===== config.mk =====
export PLATFORM = sky130hd
export DESIGN_NAME = maze_game_flat
export DESIGN_NICKNAME = d
export VERILOG_FILES = /design/src/rtl/maze_game_if.sv /design/src/rtl/maze_game.sv /design/src/flat_wrapper.sv
export SDC_FILE = /design/constraint.sdc
export NUM_CORES = 1
export LEC_CHECK = 0
export ABC_AREA = 0
export BUFFER_PORTS_ARGS = -buffer_cell sky130_fd_sc_hd__buf_2
export CAP_MARGIN = 20
export CELL_PAD_IN_SITES_DETAIL_PLACEMENT = 1
export CELL_PAD_IN_SITES_GLOBAL_PLACEMENT = 1
export CORE_MARGIN = 4
export CORE_UTILIZATION = 38
export CTS_BUF_LIST = sky130_fd_sc_hd__clkbuf_16
export CTS_CLUSTER_DIAMETER = 150
export DETAILED_ROUTE_END_ITERATION = 8
export PLACE_DENSITY = 0.82
export RECOVER_POWER = 100
export SYNTH_ARGS = -nofsm -noshare
export SYNTH_HDL_FRONTEND = slang
export SYNTH_SLANG_ARGS = --single-unit

===== constraint.sdc =====
create_clock -name clock -period 2.2 [get_ports clock]
set_clock_uncertainty 0.1 [all_clocks]
set_input_delay 0.44 -clock clock [delete_from_list [all_inputs] [get_ports clock]]
set_output_delay 0.44 -clock clock [all_outputs]
set_load 0.05 [all_outputs]

===== src/rtl/maze_game_if.sv =====
// Player-facing signal bundle for maze_game: direction requests in, game status out.
interface maze_game_if #(
  parameter int ROWS       = 4,
  parameter int COLS       = 4,
  parameter int MOVE_LIMIT = 12
);
  localparam int ROW_W   = $clog2(ROWS);
  localparam int COL_W   = $clog2(COLS);
  localparam int MOVES_W = $clog2(MOVE_LIMIT + 1);

  logic               n;
  logic               s;
  logic               e;
  logic               w;
  logic [ROW_W-1:0]   row;
  logic [COL_W-1:0]   col;
  logic               sword;
  logic               slain;
  logic [MOVES_W-1:0] moves;
  logic               d;
  logic               win;

  modport master (
    output n, s, e, w,
    input  row, col, sword, slain, moves, d, win
  );

  modport slave (
    input  n, s, e, w,
    output row, col, sword, slain, moves, d, win
  );
endinterface


===== src/rtl/maze_game.sv =====
// Grid adventure controller: walk the grid, grab the sword, slay the dragon, reach the exit.
// Optional accepted-move budget enabled by defining MAZE_GAME_MOVE_LIMIT_EN.
module maze_game #(
  parameter int ROWS       = 4,
  parameter int COLS       = 4,
  parameter int START_ROW  = 0,
  parameter int START_COL  = 0,
  parameter int SWORD_ROW  = 3,
  parameter int SWORD_COL  = 0,
  parameter int DRAGON_ROW = 3,
  parameter int DRAGON_COL = 3,
  parameter int EXIT_ROW   = 0,
  parameter int EXIT_COL   = 3,
  parameter int MOVE_LIMIT = 12
) (
  input  logic         clock,
  input  logic         R,
  maze_game_if.slave   bus
);
  localparam int ROW_W   = $clog2(ROWS);
  localparam int COL_W   = $clog2(COLS);
  localparam int MOVES_W = $clog2(MOVE_LIMIT + 1);

  localparam logic [ROW_W-1:0] ROW_MAX  = ROW_W'(ROWS - 1);
  localparam logic [COL_W-1:0] COL_MAX  = COL_W'(COLS - 1);
  localparam logic [ROW_W-1:0] START_R  = ROW_W'(START_ROW);
  localparam logic [COL_W-1:0] START_C  = COL_W'(START_COL);
  localparam logic [ROW_W-1:0] SWORD_R  = ROW_W'(SWORD_ROW);
  localparam logic [COL_W-1:0] SWORD_C  = COL_W'(SWORD_COL);
  localparam logic [ROW_W-1:0] DRAGON_R = ROW_W'(DRAGON_ROW);
  localparam logic [COL_W-1:0] DRAGON_C = COL_W'(DRAGON_COL);
  localparam logic [ROW_W-1:0] EXIT_R   = ROW_W'(EXIT_ROW);
  localparam logic [COL_W-1:0] EXIT_C   = COL_W'(EXIT_COL);

  if (ROWS < 2 || COLS < 2) begin : g_bad_dims
    $error("maze_game: ROWS and COLS must both be at least 2");
  end
  if (START_ROW < 0 || START_ROW >= ROWS || START_COL < 0 || START_COL >= COLS ||
      SWORD_ROW < 0 || SWORD_ROW >= ROWS || SWORD_COL < 0 || SWORD_COL >= COLS ||
      DRAGON_ROW < 0 || DRAGON_ROW >= ROWS || DRAGON_COL < 0 || DRAGON_COL >= COLS ||
      EXIT_ROW < 0 || EXIT_ROW >= ROWS || EXIT_COL < 0 || EXIT_COL >= COLS) begin : g_bad_coord
    $error("maze_game: a room coordinate lies outside the grid");
  end
  if ((START_ROW == SWORD_ROW && START_COL == SWORD_COL) ||
      (START_ROW == DRAGON_ROW && START_COL == DRAGON_COL) ||
      (START_ROW == EXIT_ROW && START_COL == EXIT_COL) ||
      (SWORD_ROW == DRAGON_ROW && SWORD_COL == DRAGON_COL) ||
      (SWORD_ROW == EXIT_ROW && SWORD_COL == EXIT_COL) ||
      (DRAGON_ROW == EXIT_ROW && DRAGON_COL == EXIT_COL)) begin : g_bad_rooms
    $error("maze_game: start, sword, dragon and exit rooms must all be distinct");
  end

  typedef enum logic [1:0] {
    PLAY = 2'd0,
    DEAD = 2'd1,
    WON  = 2'd2
  } state_t;

  state_t             state_q, state_d;
  logic [ROW_W-1:0]   row_q, row_d;
  logic [COL_W-1:0]   col_q, col_d;
  logic               sword_q, sword_d;
  logic               slain_q, slain_d;
  logic [MOVES_W-1:0] moves_q, moves_d;
  logic               d_q, d_d;
  logic               win_q, win_d;

  logic               valid_req;
  logic               blocked;
  logic               accept;
  logic [ROW_W-1:0]   tgt_row;
  logic [COL_W-1:0]   tgt_col;
  logic               at_sword;
  logic               at_dragon;
  logic               at_exit;

  always_comb begin
    state_d   = state_q;
    row_d     = row_q;
    col_d     = col_q;
    sword_d   = sword_q;
    slain_d   = slain_q;
    moves_d   = moves_q;
    d_d       = d_q;
    win_d     = win_q;
    tgt_row   = row_q;
    tgt_col   = col_q;

    valid_req = $onehot({bus.n, bus.s, bus.e, bus.w});
    blocked   = (bus.n && row_q == '0) || (bus.s && row_q == ROW_MAX) ||
                (bus.e && col_q == COL_MAX) || (bus.w && col_q == '0);

    if (bus.n) tgt_row = row_q - 1'b1;
    if (bus.s) tgt_row = row_q + 1'b1;
    if (bus.e) tgt_col = col_q + 1'b1;
    if (bus.w) tgt_col = col_q - 1'b1;

    accept    = valid_req && !blocked && (state_q == PLAY);
    at_sword  = (tgt_row == SWORD_R)  && (tgt_col == SWORD_C);
    at_dragon = (tgt_row == DRAGON_R) && (tgt_col == DRAGON_C);
    at_exit   = (tgt_row == EXIT_R)   && (tgt_col == EXIT_C);

    if (accept) begin
      row_d = tgt_row;
      col_d = tgt_col;
      if (at_sword) sword_d = 1'b1;
      // Rooms are distinct, so the sword can never be picked up on the dragon move.
      if (at_dragon && !slain_q) begin
        if (sword_q) begin
          slain_d = 1'b1;
        end else begin
          state_d = DEAD;
          d_d     = 1'b1;
        end
      end
      if (at_exit && slain_q) begin
        state_d = WON;
        win_d   = 1'b1;
      end
`ifdef MAZE_GAME_MOVE_LIMIT_EN
      moves_d = moves_q + 1'b1;
      // Running out of moves only kills a player who did not just win.
      if (moves_d == MOVES_W'(MOVE_LIMIT) && state_d != WON) begin
        state_d = DEAD;
        d_d     = 1'b1;
      end
`else
      moves_d = '0;
`endif
    end
  end

  always_ff @(posedge clock or posedge R) begin
    if (R) begin
      state_q <= PLAY;
      row_q   <= START_R;
      col_q   <= START_C;
      sword_q <= 1'b0;
      slain_q <= 1'b0;
      moves_q <= '0;
      d_q     <= 1'b0;
      win_q   <= 1'b0;
    end else begin
      state_q <= state_d;
      row_q   <= row_d;
      col_q   <= col_d;
      sword_q <= sword_d;
      slain_q <= slain_d;
      moves_q <= moves_d;
      d_q     <= d_d;
      win_q   <= win_d;
    end
  end

  assign bus.row   = row_q;
  assign bus.col   = col_q;
  assign bus.sword = sword_q;
  assign bus.slain = slain_q;
  assign bus.moves = moves_q;
  assign bus.d     = d_q;
  assign bus.win   = win_q;
endmodule


===== src/flat_wrapper.sv =====
// flat-port wrapper written by rule: the top's interface ports become plain ports
module maze_game_flat 
#(
  parameter int ROWS       = 4,
  parameter int COLS       = 4,
  parameter int START_ROW  = 0,
  parameter int START_COL  = 0,
  parameter int SWORD_ROW  = 3,
  parameter int SWORD_COL  = 0,
  parameter int DRAGON_ROW = 3,
  parameter int DRAGON_COL = 3,
  parameter int EXIT_ROW   = 0,
  parameter int EXIT_COL   = 3,
  parameter int MOVE_LIMIT = 12
)
  (clock, R, bus_n, bus_s, bus_e, bus_w, bus_row, bus_col, bus_sword, bus_slain, bus_moves, bus_d, bus_win);
  maze_game_if #(.ROWS(ROWS), .COLS(COLS), .MOVE_LIMIT(MOVE_LIMIT)) bus_i ();
  input  logic clock;
  input  logic R;
  input wire logic [$bits(bus_i.n)-1:0] bus_n;
  input wire logic [$bits(bus_i.s)-1:0] bus_s;
  input wire logic [$bits(bus_i.e)-1:0] bus_e;
  input wire logic [$bits(bus_i.w)-1:0] bus_w;
  output wire logic [$bits(bus_i.row)-1:0] bus_row;
  output wire logic [$bits(bus_i.col)-1:0] bus_col;
  output wire logic [$bits(bus_i.sword)-1:0] bus_sword;
  output wire logic [$bits(bus_i.slain)-1:0] bus_slain;
  output wire logic [$bits(bus_i.moves)-1:0] bus_moves;
  output wire logic [$bits(bus_i.d)-1:0] bus_d;
  output wire logic [$bits(bus_i.win)-1:0] bus_win;
  assign bus_i.n = bus_n;
  assign bus_i.s = bus_s;
  assign bus_i.e = bus_e;
  assign bus_i.w = bus_w;
  assign bus_row = bus_i.row;
  assign bus_col = bus_i.col;
  assign bus_sword = bus_i.sword;
  assign bus_slain = bus_i.slain;
  assign bus_moves = bus_i.moves;
  assign bus_d = bus_i.d;
  assign bus_win = bus_i.win;
  maze_game #(.ROWS(ROWS), .COLS(COLS), .START_ROW(START_ROW), .START_COL(START_COL), .SWORD_ROW(SWORD_ROW), .SWORD_COL(SWORD_COL), .DRAGON_ROW(DRAGON_ROW), .DRAGON_COL(DRAGON_COL), .EXIT_ROW(EXIT_ROW), .EXIT_COL(EXIT_COL), .MOVE_LIMIT(MOVE_LIMIT)) u_core (.clock(clock), .R(R), .bus(bus_i));
endmodule

==> metrics.csv <==
metric,value,unit
status,finished with violations,
violations,negative setup slack,
cp.arrival,2.24,ns
postRouteAntennaNets,0,
postCtsSetupRepairBufs,0,
synthTopCellsByArea,"dfrtp_1 35%, ha_1 12%, buf_4 4.2%, a31o_2 3.6%, inv_1 3.1%",
period_share,1.02,
drc,0,
syn_to_final_growth,40.7,%
layout-drive-gt1-share,0.277,
power_frac_comb,0.561,
hold_path.class,in2async,
p_leak,0.474,nW
synth.largest_area_cell,dfrtp_1,
vias,609,
die_y,51.6,µm
htree_levels,1,
gr-total-overflow,0,
dr_wl_met2,888,µm
place_hpwl,1380,µm
path_cells,buf_8 -> ha_4 -> ha_4 -> fa_1 -> nor4b_2 -> and3_4 -> mux2i_1 -> o311ai_1,
numCtsBuffers,3,
ys_async_sr_fraction,1.00,
ys_types,35,
design_area,0.00102,mm²
diodes,0,
critical_path.max_stage_delay,0.46,ns
syn_area,723,µm²
cts.sinks,10,
wl_met3,101,µm
rows,15,
avgSynthCellArea,10.2,µm²
reg2reg_from,u_core.bus.row[0]$_DFFE_PP0P_,
drv_slew,0,
portBuffers,13,
clk_pin_slew,0.04,ns
met1_length,822,µm
drv_cap,0,
post-route-min-period,2.24,ns
synth-main-ff-cell,dfrtp_1,
critPathSlowestCell,fa_1,
peakVddDrop,0.814,mV
dr.max_layer_used,met4,
final_nets,109,
syn_inst,71,
first_pass_iters,4,
rr_worst_depth,6,
routed_wl,1820,µm
synth_edf_count,0,
cp_common_cell,ha_4,
path_class,in2reg,
ctsRootBufferMaster,clkbuf_16,
grt_pass1_vias,686,
worst_slew_pin_slew,0.628,ns
io-pin-count,18,
clk_latency,0.23,ns
r2r-end,u_core.bus.slain$_DFFE_PP0P_,
initial_core_util,0.410,
r2r_slack,0.18,ns
vias_per_cell,5.12,
ys_ff_latch,10,
critPathLaunch,bus_w,
fmax,446,MHz
switching_share,0.463,
rsz0062_at_grt,true,
antenna_found_initial,0,
cellPowerDensity,1470,mW/mm²
end_kind,flop,
dpl_cell_area,912,µm²
grt_pass1_wl,3170,µm
initialDrtViolationCount,6,
track_usage,0.165,
gp_congestion,0.802,
grt_max_degree,11,
die_w,51.6,µm
die-area,0.00267,mm²
report.final.hold_viol_count,0,
critPathMaxFanout,6,
setup_viol,1,
p_int,0.805,mW
clockBufferDepth,2,
cp.required,2.20,ns
core,0.00176,mm²
cts_tree,done,
power_frac_seq,0.225,
setup_ws,-0.0397,ns
final.fill_count,211,
yosysSeqAreaShare,0.346,
worstSetupStartpointType,input port,
wire_per_inst,15.3,µm
ctsHoldBuffers,0,
slew_headroom,0.583,
clkPwrFrac,0.214,
endpoint,u_core.bus.col[1]$_DFFE_PP0P_,
power.switching,0.693,mW
synth_top_area_frac,0.346,
synth_warnings,0,
postLayoutCoreUtil,0.577,
[metal layers]
metal | track usage | vias to the layer above
li1 | - | 301
met1 | 0.206 | 294
met2 | 0.269 | 12
met3 | 0.0344 | 2
met4 | 0.0786 | 0
met5 | 0 | -
[sequential cells by signal, summed over array words and instances, names as in the netlist]
signal	count
u_core.bus.row	2
u_core.bus.win	1
u_core.bus.slain	1
u_core.state_q	2
u_core.bus.sword	1
u_core.bus.col	2
u_core.bus.d	1
[cells by family after synthesis]
group,after synthesis,share of synthesized area
simple gates,23,0.209
compound gates,15,0.164
buf+inv,11,0.0882
flops,10,0.346
fa+ha+maj,8,0.149
xor+xnor,2,0.0242
other cells,1,0.00519
mux,1,0.0138
[final cells by class]
cell class / instances / area, µm² / share of cell area
multi-input combinational: 53 / 495 / 0.487
sequential: 10 / 251 / 0.247
timing repair buffer: 21 / 138 / 0.135
clock buffer: 3 / 75.1 / 0.0738
tap: 25 / 31.3 / 0.0308
inverter: 6 / 22.5 / 0.0221
clock inverter: 1 / 3.75 / 0.00369
[timing repair]
action / 4_1_cts / 5_1_grt
pin swaps: 1 / 3
resized for setup: 7 / 2
setup endpoints to repair: 9 / 9
[worst min-delay path by stage]
stage,from,endpoint,cells past startpoint
6_report,R,u_core.bus.win$_DFFE_PP0P_,2
5_1_grt,R,u_core.bus.d$_DFFE_PP0P_,2
4_1_cts,R,u_core.bus.win$_DFFE_PP0P_,2
3_5_place_dp,R,u_core.bus.slain$_DFFE_PP0P_,2
3_3_place_gp,R,u_core.bus.slain$_DFFE_PP0P_,2
2_1_floorplan,R,u_core.bus.col[1]$_DFFE_PP0P_,1
[cell usage after synthesis, types with 2 or more instances]
library cell	instances
ha_1	7
or2_1	2
nor2_1	3
buf_4	4
nand3_1	4
inv_1	6
dfrtp_1	10
a31o_2	3
a21oi_1	2
and3_1	2
nand4b_1	2
nor4bb_1	2
xnor2_1	2
[power by group through the flow]
stage          Clock [mW]  Combinational, mW  Sequential [mW]
4_1_cts             0.329              0.854            0.334
6_report            0.321              0.841            0.336
5_1_grt             0.342              0.927            0.352
3_5_place_dp            0              0.834            0.338
3_3_place_gp            0              0.815            0.332
2_1_floorplan           0              0.389            0.558
[per-stage QoR]
step | worst slack, ns | hold slack [ns] | setup TNS (ns) | std cells | total power [mW]
2_1_floorplan | -0.112 | 0.180 | -0.385 | 74 | 0.947
3_3_place_gp | -0.331 | 0.330 | -2.72 | 115 | 1.15
3_5_place_dp | -0.380 | 0.351 | -3.00 | 115 | 1.17
4_1_cts | -0.0480 | 0.103 | -0.0480 | 119 | 1.52
5_1_grt | -0.139 | 0.118 | -0.639 | 119 | 1.62
6_report | -0.0397 | 0.0833 | -0.0397 | 119 | 1.50
[critical path, delay by kind of cell]
family	cells	cell delay, ns
buffers and inverters	1	0.10
adder cells (fa/ha/maj)	3	0.86
AND/OR/NAND/NOR	2	0.54
multiplexers	1	0.19
AO/OA/AOI/OAI	1	0.11
[layout by cell type (no fill, tap or decap), types with 2 or more instances in the layout]
| cell | n |
|---|---|
| dfrtp_1 | 9 |
| clkbuf_1 | 8 |
| buf_4 | 8 |
| inv_1 | 6 |
| nand3_1 | 4 |
| ha_1 | 4 |
| conb_1 | 4 |
| nor2_1 | 3 |
| a31o_4 | 3 |
| ha_4 | 3 |
| clkbuf_16 | 3 |
| a21oi_1 | 2 |
| nor4bb_1 | 2 |
| nand4b_1 | 2 |
| or2_1 | 2 |
| xnor2_1 | 2 |
| buf_2 | 2 |
| buf_6 | 2 |
Power figures use the tool's default switching activity.
